<file path="src/rtl/mshr_mem_ctrl.sv">
// MSHR-to-memory-bus sequencer: issues the MSHR head as a bus load/store and tracks in-flight loads by memory tag.
// Optional build macro MSHR_MEM_CTRL_STATS_EN adds the saturating counters retry_cnt_o and load_cnt_o.
package mshr_mem_ctrl_pkg;
    typedef enum logic [1:0] {NONE = 2'd0, GET_S = 2'd1, GET_M = 2'd2, PUT_M = 2'd3} message_t;
    typedef enum logic [1:0] {BUS_NONE = 2'd0, BUS_LOAD = 2'd1, BUS_STORE = 2'd2} bus_cmd_t;
endpackage

module mshr_mem_ctrl
    import mshr_mem_ctrl_pkg::*;
#(
    parameter int MEM_TAG_W  = 4,
    parameter int MSHR_IDX_W = 3,
    parameter int TAG_W      = 7,
    parameter int IDX_W      = 3
) (
    input  logic                  clk,
    input  logic                  rst,
    input  logic                  mshr_iss_en_i,
    input  logic [TAG_W-1:0]      mshr_iss_tag_i,
    input  logic [IDX_W-1:0]      mshr_iss_idx_i,
    input  logic [63:0]           mshr_iss_data_i,
    input  message_t              mshr_iss_message_i,
    input  logic [MSHR_IDX_W-1:0] mshr_iss_head_i,
    output logic                  mshr_iss_ack_o,
    input  logic                  mem_gnt_i,
    output bus_cmd_t              proc2mem_command_o,
    output logic [63:0]           proc2mem_addr_o,
    output logic [63:0]           proc2mem_data_o,
    input  logic [MEM_TAG_W-1:0]  mem2proc_response_i,
    input  logic [MEM_TAG_W-1:0]  mem2proc_tag_i,
    input  logic [63:0]           mem2proc_data_i,
    output logic                  fill_vld_o,
    output logic [TAG_W-1:0]      fill_tag_o,
    output logic [IDX_W-1:0]      fill_idx_o,
    output logic [63:0]           fill_data_o,
    output message_t              fill_message_o,
    output logic [MSHR_IDX_W-1:0] fill_mshr_idx_o,
    output logic [MEM_TAG_W-1:0]  outstanding_o
`ifdef MSHR_MEM_CTRL_STATS_EN
    ,
    output logic [31:0]           retry_cnt_o,
    output logic [31:0]           load_cnt_o
`endif
);

    localparam int DEPTH = 1 << MEM_TAG_W;

    typedef enum logic {IDLE, ISSUE} state_t;

    typedef struct packed {
        logic                  vld;
        logic [TAG_W-1:0]      tag;
        logic [IDX_W-1:0]      idx;
        message_t              message;
        logic [MSHR_IDX_W-1:0] head;
    } entry_t;

    state_t                state_q;
    logic [TAG_W-1:0]      cmd_tag_q;
    logic [IDX_W-1:0]      cmd_idx_q;
    logic [63:0]           cmd_data_q;
    message_t              cmd_msg_q;
    logic [MSHR_IDX_W-1:0] cmd_head_q;

    entry_t                tag_tbl_q [DEPTH];
    entry_t                fill_ent_q;
    logic [63:0]           fill_data_q;
    logic [MEM_TAG_W-1:0]  count_q, count_d;

    logic full, accept, alloc, ret_hit, take_head;

    always_comb begin
        full      = (count_q == {MEM_TAG_W{1'b1}});
        accept    = !rst && (state_q == ISSUE) && mem_gnt_i && (mem2proc_response_i != '0);
        alloc     = accept && (cmd_msg_q != PUT_M);
        ret_hit   = (mem2proc_tag_i != '0) && tag_tbl_q[mem2proc_tag_i].vld;
        take_head = mshr_iss_en_i && (mshr_iss_message_i != NONE) &&
                    ((mshr_iss_message_i == PUT_M) || !full);
        // A same-cycle return and allocation cancel out in the count.
        count_d = count_q;
        if (alloc && !ret_hit)
            count_d = count_q + MEM_TAG_W'(1);
        else if (ret_hit && !alloc)
            count_d = count_q - MEM_TAG_W'(1);
    end

    always_comb begin
        proc2mem_command_o = BUS_NONE;
        if (!rst && (state_q == ISSUE) && mem_gnt_i)
            proc2mem_command_o = (cmd_msg_q == PUT_M) ? BUS_STORE : BUS_LOAD;
    end

    assign proc2mem_addr_o = 64'({cmd_tag_q, cmd_idx_q, 3'b000});
    assign proc2mem_data_o = cmd_data_q;
    assign mshr_iss_ack_o  = accept ||
                             (!rst && (state_q == IDLE) && mshr_iss_en_i && (mshr_iss_message_i == NONE));
    assign outstanding_o   = count_q;

    assign fill_vld_o      = fill_ent_q.vld;
    assign fill_tag_o      = fill_ent_q.tag;
    assign fill_idx_o      = fill_ent_q.idx;
    assign fill_message_o  = fill_ent_q.message;
    assign fill_mshr_idx_o = fill_ent_q.head;
    assign fill_data_o     = fill_data_q;

    always_ff @(posedge clk) begin
        if (rst) begin
            state_q    <= IDLE;
            cmd_tag_q  <= '0;
            cmd_idx_q  <= '0;
            cmd_data_q <= '0;
            cmd_msg_q  <= NONE;
            cmd_head_q <= '0;
        end else begin
            case (state_q)
                IDLE: if (take_head) begin
                    cmd_tag_q  <= mshr_iss_tag_i;
                    cmd_idx_q  <= mshr_iss_idx_i;
                    cmd_data_q <= mshr_iss_data_i;
                    cmd_msg_q  <= mshr_iss_message_i;
                    cmd_head_q <= mshr_iss_head_i;
                    state_q    <= ISSUE;
                end
                ISSUE: if (accept) state_q <= IDLE;
                default: state_q <= IDLE;
            endcase
        end
    end

    always_ff @(posedge clk) begin
        if (rst) begin
            // NOTE: the tag table is reset so responses to abandoned commands find no valid entry.
            for (int i = 0; i < DEPTH; i++) tag_tbl_q[i] <= '0;
            fill_ent_q  <= '0;
            fill_data_q <= '0;
            count_q     <= '0;
        end else begin
            count_q        <= count_d;
            fill_ent_q.vld <= ret_hit;
            if (ret_hit) begin
                fill_ent_q.tag     <= tag_tbl_q[mem2proc_tag_i].tag;
                fill_ent_q.idx     <= tag_tbl_q[mem2proc_tag_i].idx;
                fill_ent_q.message <= tag_tbl_q[mem2proc_tag_i].message;
                fill_ent_q.head    <= tag_tbl_q[mem2proc_tag_i].head;
                fill_data_q        <= mem2proc_data_i;
                tag_tbl_q[mem2proc_tag_i].vld <= 1'b0;
            end
            // Later write wins, so a same-tag allocation leaves the entry valid.
            if (alloc)
                tag_tbl_q[mem2proc_response_i] <= '{vld: 1'b1, tag: cmd_tag_q, idx: cmd_idx_q,
                                                    message: cmd_msg_q, head: cmd_head_q};
        end
    end

`ifdef MSHR_MEM_CTRL_STATS_EN
    logic [31:0] retry_cnt_q, load_cnt_q;

    always_ff @(posedge clk) begin
        if (rst) begin
            retry_cnt_q <= '0;
            load_cnt_q  <= '0;
        end else begin
            if ((state_q == ISSUE) && !accept && (retry_cnt_q != '1))
                retry_cnt_q <= retry_cnt_q + 32'd1;
            if (alloc && (load_cnt_q != '1))
                load_cnt_q <= load_cnt_q + 32'd1;
        end
    end

    assign retry_cnt_o = retry_cnt_q;
    assign load_cnt_o  = load_cnt_q;
`endif

endmodule

</file>
<file path="config.mk">
export PLATFORM = sky130hd
export DESIGN_NAME = mshr_mem_ctrl
export DESIGN_NICKNAME = d
export VERILOG_FILES = /design/src/rtl/mshr_mem_ctrl.sv
export SDC_FILE = /design/constraint.sdc
export NUM_CORES = 1
export LEC_CHECK = 0
export BUFFER_PORTS_ARGS = -buffer_cell sky130_fd_sc_hd__buf_2
export CORE_ASPECT_RATIO = 1.5
export CORE_MARGIN = 3
export CORE_UTILIZATION = 45
export CTS_CLUSTER_SIZE = 8
export DETAILED_ROUTE_END_ITERATION = 10
export PLACE_DENSITY = 0.68
export SYNTH_ARGS = -nofsm -noshare
export SYNTH_HDL_FRONTEND = slang
export SYNTH_SLANG_ARGS = --single-unit
export TNS_END_PERCENT = 5
</file>
<file path="constraint.sdc">
create_clock -name clk -period 3.9 [get_ports clk]
set_input_delay 0 -clock clk [delete_from_list [all_inputs] [get_ports clk]]
set_output_delay 0 -clock clk [all_outputs]
set_load 0.01 [all_outputs]
</file>
==> results of run 1 <==
[layer usage]
metal | wire length (um) | part of all wire | global-route usage
met4 | 1400 | 0.031 | 0.0828
met5 | 0 | 0 | 0
met1 | 16600 | 0.37 | 0.234
met2 | 24200 | 0.54 | 0.391
met3 | 2720 | 0.061 | 0.0409
[final cells by class]
cell class                      count  share of cell area
Tap cell                          495              0.0271
Sequential cell                   419               0.472
Clock buffer                       96              0.0707
Timing Repair Buffer              508               0.151
Inverter                           10             0.00164
Multi-Input combinational cell    923               0.274
Clock inverter                      3             0.00274
Antenna cell                        1            0.000110
[critical path, stage by stage]
cell and delay (ps):
dlygate4sd3_1 530, buf_2 220, buf_4 450, nand2b_1 280, o221ai_2 150, o32ai_4 150
buf_4 380, buf_4 810, mux2i_1 270, nor2_1 60, dlygate4sd3_1 570
[final timing paths]
path | end | startpoint | slack [ps] | cells past startpoint
setup / recovery | fill_data_o[51] | mem2proc_tag_i[1] | 370 | 11
hold / removal | tag_tbl_q[1][15] | mem2proc_response_i[2] | 90 | 4
setup reg to reg | fill_data_o[51] | tag_tbl_q[3][15] | 640 | 8
hold reg to reg | proc2mem_data_o[52] | proc2mem_data_o[52] | 450 | 2
[flip-flops by register name, indices dropped and copies added (netlist names)]
| signal | cells |
|---|---|
| cmd_head_q | 3 |
| cmd_idx_q | 3 |
| outstanding_o | 4 |
| cmd_msg_q | 2 |
| proc2mem_data_o | 64 |
| fill_data_o | 64 |
| fill_message_o | 2 |
| fill_vld_o | 1 |
| state_q | 1 |
| cmd_tag_q | 7 |
| fill_tag_o | 7 |
| fill_mshr_idx_o | 3 |
| fill_idx_o | 3 |
| tag_tbl_q | 255 |
[cells in the mapped netlist, types with 7 or more instances]
master / instances
o21ai_0: 20
buf_2: 15
inv_1: 7
nand2b_1: 9
nor2_1: 106
nand2_1: 174
buf_4: 59
edfxtp_1: 240
mux2i_1: 80
a22oi_1: 30
a21oi_1: 83
dfxtp_1: 179
clkbuf_1: 70
buf_12: 8
mux4_2: 62
and2_1: 227
[per-stage QoR]
stage / hold WS, ps / power [mW]
floorplan: 117 / 5.66
global placement: 232 / 5.92
detailed placement: 244 / 5.95
CTS: 61.0 / 10.7
global route: 88.1 / 11.0
finish: 87.8 / 10.6
[report_power, final]
part | switching (mW) | internal, mW | leakage (nW)
logic | 0.543 | 0.472 | 4.70
clock network | 1.79 | 2.84 | 0.799
registers | 0.118 | 4.87 | 3.94
total | 2.45 | 8.19 | 9.44
[cell families after synthesis]
family                     Yosys count  share of synthesized area
xor gates and xnor gates             3                    0.00147
and+or+nand+nor                    546                      0.153
adders and majority gates            5                    0.00379
muxes                              145                      0.125
buffers and inverters              170                     0.0590
AOI/OAI and AO/OA                  155                     0.0524
other                                1                   0.000210
DFF                                419                      0.605
==> results.yml, run 1 <==
placement:
  dp_cells: 2190
  routabilityCongestion: 0.825
  port_buffers: 315
  hpwl_mm: 27.6
  preCtsSetupSlack_ps: 867
  placed_cell_area_sq_um: 19500
critical_path:
  critPathCaptureType: "register"
  critPathMaxFanout: 60
  critPathKind: "in -> reg"
  arrival_ps: 3970
  startpoint_type: "input pin"
  required_ps: 4350
route:
  via_per_inst: 5.04
  drtPass1Iterations: 5
  wl_mm: 44.9
  route.detailed.drc: 0
  vias: 12400
  drtAntennaViolNets: 0
  drtIter0Drc: 927
  wire_per_inst_um: 18.3
clocking:
  clk_latency_ps: 590
  cts_tree: "built"
  htree_levels: 2
  postCtsSetupRepairBufs: 0
  ctsResizeCount: 0
  clk_path_buf_depth: 3
  clk_pin_slew_ps: 50
  cts-root-buf: "clkbuf_16"
  cts.sinks: 419
  cts_hold_buf: 165
  cts_buffers: 58
synth:
  yosysWarningCount: 0
  synth.cell_area_sq_um: 17800
  synth-main-ff-cell: "edfxtp_1"
  syn_avg_cell_area_sq_um: 12.4
  yosys.area.top_type: "edfxtp_1"
  synth-seq-area-share: 0.605
  synth_cell_types: 48
  syn_inst: 1444
  async_flop_share: 0
  synth_edf_count: 240
  synth_seq_cells: 419
  synthTopCellsByArea: "edfxtp_1 40%, dfxtp_1 20%, and2_1 8.0%, mux4_2 7.8%, mux2i_1 4.5%"
  synth_top_area_frac: 0.404
finish:
  final_area_sq_um: 22800
  drive_gt1_frac: 0.251
  area_delta_synth_final_pct: 28.0
  regArea_sq_um: 10800
  final.fill_count: 3044
  multi_input_area_sq_um: 6270
  final_cell_mix: "313 x buf_2, 240 x edfxtp_1, 226 x and2_1, 179 x dfxtp_1, 173 x nand2_1"
  fin_util: 0.589
  layout_commonest_cell: "buf_2"
  final_cells: 2455
  nNetsFinal: 2079
timing:
  drv_slew: 0
  worst_pin_slew_ps: 1150
  fin_worst_skew_ps: 22.4
  setup_violations: 0
  grt_setup_unrepaired: "false"
  slew_headroom: 0.231
  setup_ws_ps: 372
  fmax_mhz: 283
  hold_violations: 0
  setup_tns_ps: 0
  fin_crit_sh: 0.905
  fin_crit_ps: 3530
die:
  row_count: 88
  pin_count: 370
  initial_core_util: 0.460
  coreArea_sq_um: 38800
  die_w_um: 169
  die-area_sq_um: 42100
  dieHeight_um: 250
worst_hold_path:
  hold_path.class: "in -> reg"
power:
  ir_drop_mv: 0.379
  p_leak_nw: 9.44
  power_density_nw_per_um2: 466
grt:
  grt-ovfl-total: 0
  grt_use_total: 0.210
  grt_first_pass_wirelength_mm: 71.1
  grt_antenna_before_repair: 0
  grt_pass1_vias: 13300
  grt_max_degree: 89
job:
  max_cap_viol_count: 0
run_status:
  status: "finished, final reports clean"
Power figures use the tool's default switching activity.
==> inputs of run 2 (changes only) <==
==> constraint.sdc (replaced) <==
create_clock -name clk -period 3.52 [get_ports clk]
set_input_delay 0 -clock clk [delete_from_list [all_inputs] [get_ports clk]]
set_output_delay 0 -clock clk [all_outputs]
set_load 0.01 [all_outputs]
==> run 2 against run 1 <==
Against the previous run:
- die area stayed put
- hold slack worse by 7.7 ps
- clock skew up 5.7 ps
- critical path depth up 1
- clock-buffer cell count did not move
==> results.yml, run 2 (synthesized netlist as in run 1, its figures left out) <==
critical_path:
  arrival_ps: 3290
  critPathCaptureType: "register"
  critPathSlowestCell: "mux4_2"
  critPathKind: "reg -> reg"
  critPathMaxStageDelay_ps: 470
  path_delay_family: "compound AO/OA/AOI/OAI gates"
  crit_buf_inv: 2
  startpoint_type: "register"
  path_cells: "mux4_2 > nor2b_1 > o32ai_4 > inv_2 > ha_1 > inv_1 > ha_1 > a21o_1 > a21oi_1 > xnor2_1 > or3_1 > a21oi_1"
  required_ps: 4010
  critPathMaxFanout: 3
  ff2ff_setup_slack_ps: 720
power:
  swShare: 0.231
  clkPwrFrac: 0.433
  ir_drop_mv: 0.376
  pwr-share-seq: 0.472
  p_leak_nw: 9.43
  power_mw: 11.7
  power_density_nw_per_um2: 512
  p_switching_mw: 2.71
  power_frac_comb: 0.095
  internal_power_mw: 9.00
grt:
  grt_pass1_vias: 13200
  grt_max_degree: 101
  grt_antenna_before_repair: 0
  grt_use_total: 0.205
  grt-ovfl-total: 0
  grt_first_pass_wirelength_mm: 69.4
timing:
  fin_crit_ps: 2800
  drv_slew: 0
  worst_pin_slew_ps: 1120
  setup_violations: 0
  setup_ws_ps: 725
  slew_headroom: 0.254
  grt_setup_unrepaired: "false"
  setup_tns_ps: 0
  fmax_mhz: 358
  hold_violations: 0
  timing.hold.ws_ps: 80.1
  fin_crit_sh: 0.794
  fin_worst_skew_ps: 28.1
route:
  wl_mm: 44.0
  drtIter0Drc: 826
  drtAntennaViolNets: 0
  drtPass1Iterations: 5
  wire_per_inst_um: 17.9
  vias: 12500
  route.detailed.drc: 0
  via_per_inst: 5.07
placement:
  preCtsSetupSlack_ps: 748
  hpwl_mm: 27.4
  routabilityCongestion: 0.818
  port_buffers: 315
finish:
  drive_gt1_frac: 0.255
  area_delta_synth_final_pct: 28.1
  largest_reg_flops: 255
  fin_util: 0.590
  nNetsFinal: 2084
  layout_commonest_cell: "buf_2"
  insertedDiodeCount: 0
  regMostFlops: "tag_tbl_q"
  final_cell_mix: "313 x buf_2, 240 x edfxtp_1, 226 x and2_1, 179 x dfxtp_1, 173 x nand2_1"
worst_hold_path:
  hold_path.class: "in -> reg"
die:
  die_w_um: 169
  dieHeight_um: 250
  coreArea_sq_um: 38800
  die-area_sq_um: 42100
  initial_core_util: 0.460
  row_count: 88
  pin_count: 370
clocking:
  clk_path_buf_depth: 3
  postCtsSetupRepairBufs: 0
  cts-root-buf: "clkbuf_16"
  cts_tree: "built"
  clk_latency_ps: 590
  cts_buffers: 58
  cts.sinks: 419
  htree_levels: 2
  clk_pin_slew_ps: 60
job:
  max_cap_viol_count: 0
run_status:
  status: "finished, final reports clean"
==> run 2: layout make-up <==
type	count	area [sq um]
clock inverters	3	40.0
fillers	3010	15900
inverters	10	37.5
multi-input cells	923	6270
repair buffers	513	3490
well taps	495	619
clock buffers	96	1620
flip-flops and latches	419	10800
==> run 2: path summary, 6_finish.rpt <==
path | startpoint | endpoint | cells past startpoint
min reg2reg | proc2mem_data_o[43] | proc2mem_data_o[43] | 2
max reg2reg | tag_tbl_q[11][15] | outstanding_o[3] | 12
max | tag_tbl_q[11][15] | outstanding_o[3] | 12
min | mem2proc_response_i[2] | tag_tbl_q[1][15] | 4
==> run 2: repair_timing <==
item	CTS	global route
endpoints found under the hold margin	162	0
hold buffers	161	0
gates resized for setup	0	0
==> run 2: routing by layer <==
metal | wire [um] | vias to the layer above | share of wire | GRT usage
li1 | - | 5900 | - | -
met1 | 16500 | 6000 | 0.37 | 0.227
met2 | 23200 | 468 | 0.53 | 0.380
met3 | 2670 | 105 | 0.061 | 0.0406
met4 | 1680 | 0 | 0.038 | 0.0868
met5 | 0 | - | 0 | 0
==> run 2: power by group through the flow <==
stage / Combinational (mW) / Sequential [mW] / Clock (mW)
finish: 1.12 / 5.53 / 5.07
global route: 1.22 / 5.55 / 5.39
CTS: 1.11 / 5.53 / 5.20
detailed placement: 0.977 / 5.62 / 0
global placement: 0.968 / 5.60 / 0
floorplan: 0.649 / 5.63 / 0
==> run 2: tightest hold or removal path, delay by kind of cell <==
family                 cells  cell delay, ps
and+or+nand+nor            2             220
buffers and inverters      2             390
==> run 2: per-stage QoR <==
stage | cell area [sq um] | instances
6_report | 22900 | 2459
5_1_grt | 22900 | 2459
4_1_cts | 22900 | 2459
3_5_place_dp | 19600 | 2199
3_3_place_gp | 19600 | 2199
2_1_floorplan | 18100 | 1512
==> inputs of run 3 (changes only) <==
--- a/config.mk
+++ b/config.mk
@@ -11,7 +11,7 @@
 export CORE_UTILIZATION = 45
 export CTS_CLUSTER_SIZE = 8
 export DETAILED_ROUTE_END_ITERATION = 10
-export PLACE_DENSITY = 0.68
+export PLACE_DENSITY = 0.7
 export SYNTH_ARGS = -nofsm -noshare
 export SYNTH_HDL_FRONTEND = slang
 export SYNTH_SLANG_ARGS = --single-unit
==> constraint.sdc (replaced) <==
create_clock -name clk -period 2.38 [get_ports clk]
set_input_delay 0 -clock clk [delete_from_list [all_inputs] [get_ports clk]]
set_output_delay 0 -clock clk [all_outputs]
set_load 0.01 [all_outputs]
==> run 3 against run 2 <==
Against the previous run:
- the run now ends with negative setup slack left
- global-route usage decreased by 0.52 points
- core utilization up 0.57 points
- clock skew fell by 13 ps
- highest routed layer unchanged
==> results.yml, run 3 (synthesized netlist as in run 1, its figures left out) <==
route:
  via_per_inst: 4.99
  wl_mm: 43.1
  drtAntennaViolNets: 0
  vias: 12300
  drtIter0Drc: 592
  wire_per_inst_um: 17.4
  route.detailed.drc: 0
  drtPass1Iterations: 5
run_status:
  status: "finished with violations"
  violations: "negative setup slack"
critical_path:
  critPathCaptureType: "register"
  critPathMaxFanout: 3
  crit_buf_inv: 3
  path_delay_family: "compound AO/OA/AOI/OAI gates"
  ff2ff_setup_slack_ps: -80
  critPathSlowestCell: "or3_1"
  arrival_ps: 2950
  r2r_end: "outstanding_o[3]"
  path_cells: "mux2_2 > a221oi_2 > buf_4 > o32ai_4 > inv_6 > ha_4 > inv_4 > ha_4 > a21o_1 > a21oi_2 > xnor2_1 > or3_1 > a21oi_2"
  crit_start: "tag_tbl_q[10][15]"
  required_ps: 2870
  critPathMaxStageDelay_ps: 330
  startpoint_type: "register"
  critPathKind: "reg -> reg"
  r2r_cells: 13
  r2r-start: "tag_tbl_q[10][15]"
finish:
  largest_reg_flops: 255
  final_cells: 2474
  final.fill_count: 2970
  layout_commonest_cell: "buf_2"
  nNetsFinal: 2099
  insertedDiodeCount: 0
  final_cell_mix: "313 x buf_2, 240 x edfxtp_1, 226 x and2_1, 178 x dfxtp_1, 173 x nand2_1"
  final_area_sq_um: 23100
  drive_gt1_frac: 0.265
  area_delta_synth_final_pct: 29.4
  regMostFlops: "tag_tbl_q"
clocking:
  cts.sinks: 419
  clk_latency_ps: 580
  cts_buffers: 58
  htree_levels: 2
  clk_path_buf_depth: 3
  cts_tree: "built"
  cts-root-buf: "clkbuf_16"
  clk_pin_slew_ps: 50
  postCtsSetupRepairBufs: 0
timing:
  slew_headroom: 0.229
  fin_crit_ps: 2460
  fin_crit_sh: 1.03
  fin_worst_skew_ps: 14.7
  setup_tns_ps: -75.8
  grt_setup_unrepaired: "true"
  hold_violations: 0
  timing.hold.ws_ps: 33.4
  setup_ws_ps: -75.8
  worst_pin_slew_ps: 1160
  setup_violations: 1
  fmax_mhz: 407
  drv_slew: 0
grt:
  grt-ovfl-total: 0
  grt_antenna_before_repair: 0
  grt_pass1_vias: 13100
  grt_use_total: 0.200
  grt_max_degree: 102
  grt_first_pass_wirelength_mm: 68.3
power:
  p_leak_nw: 9.55
  power_density_nw_per_um2: 755
  ir_drop_mv: 0.540
job:
  max_cap_viol_count: 0
die:
  die_w_um: 169
  coreArea_sq_um: 38800
  dieHeight_um: 250
  pin_count: 370
  die-area_sq_um: 42100
  row_count: 88
  initial_core_util: 0.460
placement:
  port_buffers: 315
  placed_cell_area_sq_um: 19800
  dp_cells: 2216
  hpwl_mm: 28.2
  routabilityCongestion: 0.847
worst_hold_path:
  min_from: "mshr_iss_en_i"
  hold_path_end: "state_q"
  hold-path-cell-count: 4
  hold_path.class: "in -> reg"
run 3: cell types whose count changed in the layout (fill, tap and decap cells not counted), moves of 2 or more:
cell / before / now
buf_4: 37 / 51
a21oi_1: 83 / 81
a21oi_2: 0 / 2
buf_12: 1 / 3
clkinv_8: 2 / 0
dlygate4sd3_1: 161 / 159
ha_1: 3 / 1
ha_4: 0 / 2
inv_6: 0 / 2
run 3: tightest hold or removal path: cells and delay by family:
| family | cells | cell delay [ps] |
|---|---|---|
| AO/OA/AOI/OAI | 1 | 90 |
| buffers and inverters | 1 | 110 |
| AND/OR/NAND/NOR | 2 | 350 |
run 3: final cells by class:
cell class	count	area [sq um]	area share
flip-flops and latches	419	10800	0.468
multi-input cells	923	6330	0.274
repair buffers	528	3640	0.158
clock buffers	97	1620	0.0702
well taps	495	619	0.0268
inverters	10	45.0	0.00195
clock inverters	2	38.8	0.00168
run 3: power by group:
group	switching [mW]	total (mW)	internal [mW]
Clock	2.91	7.56	4.65
Sequential	0.185	8.17	7.98
Combinational	0.894	1.70	0.804
Total	3.99	17.4	13.4
run 3: timing repair:
item                                    CTS  global route
endpoints found under the hold margin   159             0
pin swaps                                 1             1
hold buffers                            159             0
gates resized for setup                   4             4
endpoints found under the setup margin    1            43
run 3: how the worst max path moves through the flow:
stage	end	slack (ps)	cells after the start
3_3_place_gp	outstanding_o[3]	-170	12
2_1_floorplan	outstanding_o[3]	-210	14
6_report	outstanding_o[3]	-80	13
4_1_cts	outstanding_o[3]	-120	13
5_1_grt	outstanding_o[3]	-170	13
3_5_place_dp	outstanding_o[3]	-160	12
run 3: metrics by stage:
stage                     power [mW]  worst slack (ps)  utilization
after detailed placement        9.78              -163        0.511
after CTS                       17.6              -124        0.595
after global routing            18.1              -174        0.595
final                           17.4             -75.8        0.595
after floorplan                 9.29              -211            -
after global placement          9.74              -170        0.511
run 3: layer usage:
metal / up-vias / global-route usage / part of all wire
met1: 5903 / 0.218 / 0.36
met3: 95 / 0.0383 / 0.062
li1: 5913 / - / -
met5: - / 0 / 0
met4: 0 / 0.0725 / 0.029
met2: 436 / 0.381 / 0.55
